File: src/rtl/read_and_d_loader.sv
// Sequence loader: accepts {symbol, D(i)} beats into a 256-entry table and
// serves a zero-latency read port gated by the number of entries loaded.
module read_and_d_loader #(
    parameter int unsigned CAP = 255
) (
    input  logic       clk,
    input  logic       rst,
    input  logic       start,
    input  logic       in_valid,
    output logic       in_ready,
    input  logic [1:0] in_sym,
    input  logic [7:0] in_d,
    input  logic       in_last,
    input  logic       ce,
    input  logic [7:0] addr,
    output logic [1:0] read_i,
    output logic [7:0] d_i,
    output logic [7:0] len,
    output logic       busy,
    output logic       done,
    output logic       err
);

    typedef enum logic [1:0] {StIdle, StLoad, StDone} state_e;

    localparam logic [7:0] CapLen = 8'(CAP);

    state_e     state_q, state_d;
    logic [7:0] len_q, len_d;
    logic       err_q, err_d;
    logic       wr_en;
    logic [9:0] rdata;
    logic [9:0] mem_q [256];

    always_ff @(posedge clk or posedge rst) begin
        if (rst) begin
            state_q <= StIdle;
            len_q   <= 8'd0;
            err_q   <= 1'b0;
        end else begin
            state_q <= state_d;
            len_q   <= len_d;
            err_q   <= err_d;
        end
    end

    // Table contents survive reset and restart; len gates visibility.
    always_ff @(posedge clk) begin
        if (wr_en) begin
            mem_q[len_q] <= {in_sym, in_d};
        end
    end

    always_comb begin
        state_d  = state_q;
        len_d    = len_q;
        err_d    = err_q;
        in_ready = (state_q == StLoad) && (len_q < CapLen) && !start;
        wr_en    = in_valid && in_ready;
        if (start) begin
            state_d = StLoad;
            len_d   = 8'd0;
            err_d   = 1'b0;
        end else if (state_q == StLoad && in_valid) begin
            if (in_ready) begin
                len_d = len_q + 8'd1;
                if (in_last) begin
                    state_d = StDone;
                end
            end else begin
                // Table full and another beat offered: drop it and flag.
                err_d   = 1'b1;
                state_d = StDone;
            end
        end
    end

    always_comb begin
        rdata = 10'd0;
        if (ce && addr != 8'hff && addr < len_q) begin
            rdata = mem_q[addr];
        end
    end

    assign read_i = rdata[9:8];
    assign d_i    = rdata[7:0];
    assign len    = len_q;
    assign busy   = (state_q == StLoad);
    assign done   = (state_q == StDone);
    assign err    = err_q;

endmodule
File: config.mk
export PLATFORM = sky130hd
export DESIGN_NAME = read_and_d_loader
export DESIGN_NICKNAME = d
export VERILOG_FILES = /design/src/rtl/read_and_d_loader.sv
export SDC_FILE = /design/constraint.sdc
export NUM_CORES = 2
export LEC_CHECK = 0
export ABC_CLOCK_PERIOD_IN_PS = 4760
export CAP_MARGIN = 15
export CORE_MARGIN = 1.5
export CORE_UTILIZATION = 60
export CTS_CLUSTER_SIZE = 28
export DETAILED_ROUTE_END_ITERATION = 8
export HOLD_SLACK_MARGIN = 0.02
export PLACE_DENSITY = 0.76
export SLEW_MARGIN = 25
export SYNTH_ARGS = -nofsm -noshare
export SYNTH_HDL_FRONTEND = slang
export SYNTH_SLANG_ARGS = --single-unit
File: constraint.sdc
create_clock -name clk -period 4.76 [get_ports clk]
set_input_delay 0.952 -clock clk [delete_from_list [all_inputs] [get_ports clk]]
set_output_delay 0.952 -clock clk [all_outputs]
set_load 0.02 [all_outputs]
==> metrics.md <==
| Metric | Value |
|---|---|
| Synthesized flop and latch total | `2571` |
| Total Routing Usage GR | `0.315` |
| Drt first pass iters | `9` |
| Remaining routing DRC violations | `16` |
| Routed vias/inst | `6.83` |
| Setup-failing EPs final | `1` |
| FMAX | `210 MHz` |
| RSZ-0062 raised after global routing | `false` |
| # fillers | `9244` |
| Synth top area cells | `edfxtp_1 77%, mux4_2 12%, mux2i_1 3.2%` |
| First-pass GRT wire length | `378 mm` |
| Crit Path Class | `in2out` |
| Post-DP HPWL | `161 mm` |
| Max incr delay on CP | `0.48 ns` |
| Violated checks | `design-rule violations, negative setup slack` |
| Hold Fails Final Rpt | `0` |
| Combinational Power Share | `0.059` |
| Mapped Area | `99700 sq um` |
| DIE HEIGHT | `411 microns` |
| Max-slew headroom | `0.231` |
| Pint | `36500 uW` |
| CORE AREA | `165000 sq um` |
| Worst min path class | `in2async` |
| TritonCTS clock tree | `yes` |
| CTS root buf | `clkbuf_16` |
| Peak fanout along the critical path | `13` |
| Clock share of power | `0.404` |
| Buf/Inv on CP | `6` |
| GPL Wtd Cong | `0.928` |
| Status | `finished with violations` |
| Flop2flop setup slack | `1.18 ns` |
| Origin of the worst setup path | `addr[0]` |
| Max VDD drop | `0.000333 V` |
| Worst path cell trace | `buf_16 -> buf_16 -> and2_2 -> buf_12 -> a221oi_1 -> o21ai_0 -> o211ai_1 -> a32oi_4 -> buf_12 -> o31ai_4 -> buf_4 -> buf_4` |
| CP Launch Type | `primary input` |
| Total grt overflow | `0` |
| Die Area | `169000 sq um` |
| Share of async-settable or async-resettable flops after synthesis | `0.00428` |
| Share of cells above drive strength 1 | `0.300` |
| Worst-Skew Late Latency | `0.89 ns` |
| H-tree depth | `4` |
| Top-count cell post-synth | `edfxtp_1` |
| Final min period | `4.77 ns` |
| Post-synth EDFFs | `2560` |
| Largest net degree at the start of global routing | `152` |
| Vias in the first global route | `53200` |
| Final setup skew | `0.0539 ns` |
| Tot Pwr | `46400 uW` |
| Fin crit share | `1.00` |
| Initial Util | `0.604` |
| Detail Route Antenna Nets | `0` |
| Max_cap viols | `0` |
| Psw | `9890 uW` |
| Crit. End Element | `primary output` |
| Final setup margin | `-0.00984 ns` |
| P_leak | `0.0380 uW` |
| Crit path max-delay cell type | `o31ai_4` |
| Switch share | `0.213` |
| Mapped Cells | `4745` |
| Top-level port count | `46` |
| Post-layout nets | `5491` |
| WP data arrival | `3.82 ns` |
| Non-Filler Cell Area, Final | `116000 sq um` |
| Cell family with most CP delay | `compound AO/OA/AOI/OAI gates` |
| Commonest register cell after synthesis | `edfxtp_1` |
| Synth cell count leaders | `2560 x edfxtp_1, 522 x mux4_2, 322 x mux2i_1` |
| Power density cells | `399 nW/um^2` |
| Max Slew Vio Count | `0` |
| Post-synth top area share | `0.771` |
| Cell variety after synth | `56` |
| Area Growth Syn to Fin | `16.5%` |
| Die Width | `411 microns` |
| Seq/Total Area, Yosys | `0.774` |
| Clock sinks | `2571` |
| Port bufs | `45` |
| Worst R2R Path Depth | `8` |
| Mean Syn Cell Area | `21.0 sq um` |
| Cell Area, Placed | `108000 sq um` |
| RR Endpoint | `mem_q[54][6]$_DFFE_PP_` |
| Clk buf depth | `3` |
| Worst Path Required | `3.81 ns` |
| Slew @ Worst Pin | `1.15 ns` |
| Setup TNS | `-0.00984 ns` |
| Reg clk slew, reported paths | `0.07 ns` |
| Avg WL per Cell | `33.8 microns` |
| Initial antenna violation count | `7` |
| Drt first-iter violations | `9095` |
| Post-Route WL | `265 mm` |
| Sequential Power Share | `0.538` |
| CTS Buf Count | `235` |
| Synthesis Warnings | `0` |
| FP Rows | `149` |
| Via count | `53600` |
| Area leader, netlist | `edfxtp_1` |
| R2R Path Start | `len[0]$_DFFE_PP0P_` |
routing by layer:
metal / GRT usage / part of all wire
met5: 0 / 0.00020
met3: 0.0747 / 0.13
met2: 0.483 / 0.47
met1: 0.442 / 0.36
met4: 0.134 / 0.047
worst max-delay path by stage:
| stage | end | depth (start not counted) |
|---|---|---|
| final | d_i[5] | 12 |
| after CTS | d_i[5] | 15 |
| after detailed placement | d_i[5] | 12 |
| after global placement | d_i[5] | 12 |
| after floorplan | d_i[4] | 11 |
| after global routing | d_i[7] | 11 |
through the flow:
step	utilization	hold slack, ns	worst slack (ns)	std cells
after floorplan	-	0.487	0.886	4754
after global placement	0.653	0.481	-0.755	7388
after detailed placement	0.653	0.520	-0.729	7388
after CTS	0.701	0.392	0.00351	7824
after global routing	0.704	0.447	0.00629	7840
final	0.704	0.440	-0.00984	7847
layout by cell type, fill, tap and decap left out, types with 16 or more instances in the layout:
cell type        instances
edfxtp_1              2560
buf_4                  604
mux4_2                 522
mux2i_1                319
nor2_1                 304
clkbuf_16              240
a22oi_1                120
buf_12                  83
nand2_1                 75
o21ai_0                 56
clkbuf_1                56
a21oi_1                 54
a221oi_1                54
nand3_1                 47
clkinv_1                47
o211ai_1                43
clkinv_2                42
mux2_2                  30
bufinv_16               25
o21ai_1                 24
o22ai_1                 21
clkdlybuf4s50_1         18
o221ai_1                17
nor2b_1                 16
logic make-up after synthesis:
| family | synth area share |
|---|---|
| AND/OR/NAND/NOR | 0.0214 |
| adder cells (fa/ha/maj) | 0.00138 |
| buffers and inverters | 0.0155 |
| AO/OA/AOI/OAI | 0.0340 |
| flip-flops | 0.774 |
| other | 0.0000376 |
| multiplexers | 0.154 |
| XOR/XNOR | 0.000527 |
registers in the layout, summed over array words and instances (netlist names):
name and count:
err 1, len 8, mem_q 2560, state_q 2
final cells by class:
type / instances / area [sq um] / area share
repair buffers: 745 / 7080 / 0.0609
clock buffers: 296 / 6180 / 0.0532
diodes: 7 / 17.5 / 0.000151
inverters: 12 / 45.0 / 0.000388
well taps: 2189 / 2740 / 0.0236
multi-input cells: 1891 / 21600 / 0.186
flip-flops and latches: 2571 / 77200 / 0.664
clock inverters: 136 / 1400 / 0.0120
worst reg2reg max path: cells and delay by family (launching register included):
| kind | cells | cell delay, ns |
|---|---|---|
| adders and majority gates | 1 | 0.41 |
| buffers and inverters | 1 | 0.27 |
| and+or+nand+nor | 6 | 2.04 |
| DFF | 1 | 0.56 |
what timing repair did:
| item | CTS | global route |
|---|---|---|
| resized for setup | 56 | 45 |
| pin swaps | 4 | 17 |
| setup buffers | 2 | 9 |
| gates cloned | 2 | 4 |
| endpoints found under the setup margin | 10 | 10 |
| hold buffers | 0 | 0 |
power by group through the flow:
| stage | logic (uW) | clock network, uW | registers [uW] |
|---|---|---|---|
| after floorplan | 1190 | 0 | 25400 |
| after global placement | 2500 | 0 | 25400 |
| after detailed placement | 2550 | 0 | 25400 |
| after CTS | 2630 | 18800 | 24900 |
| after global routing | 2810 | 19600 | 24900 |
| final | 2730 | 18700 | 24900 |
Power figures use the tool's default switching activity.
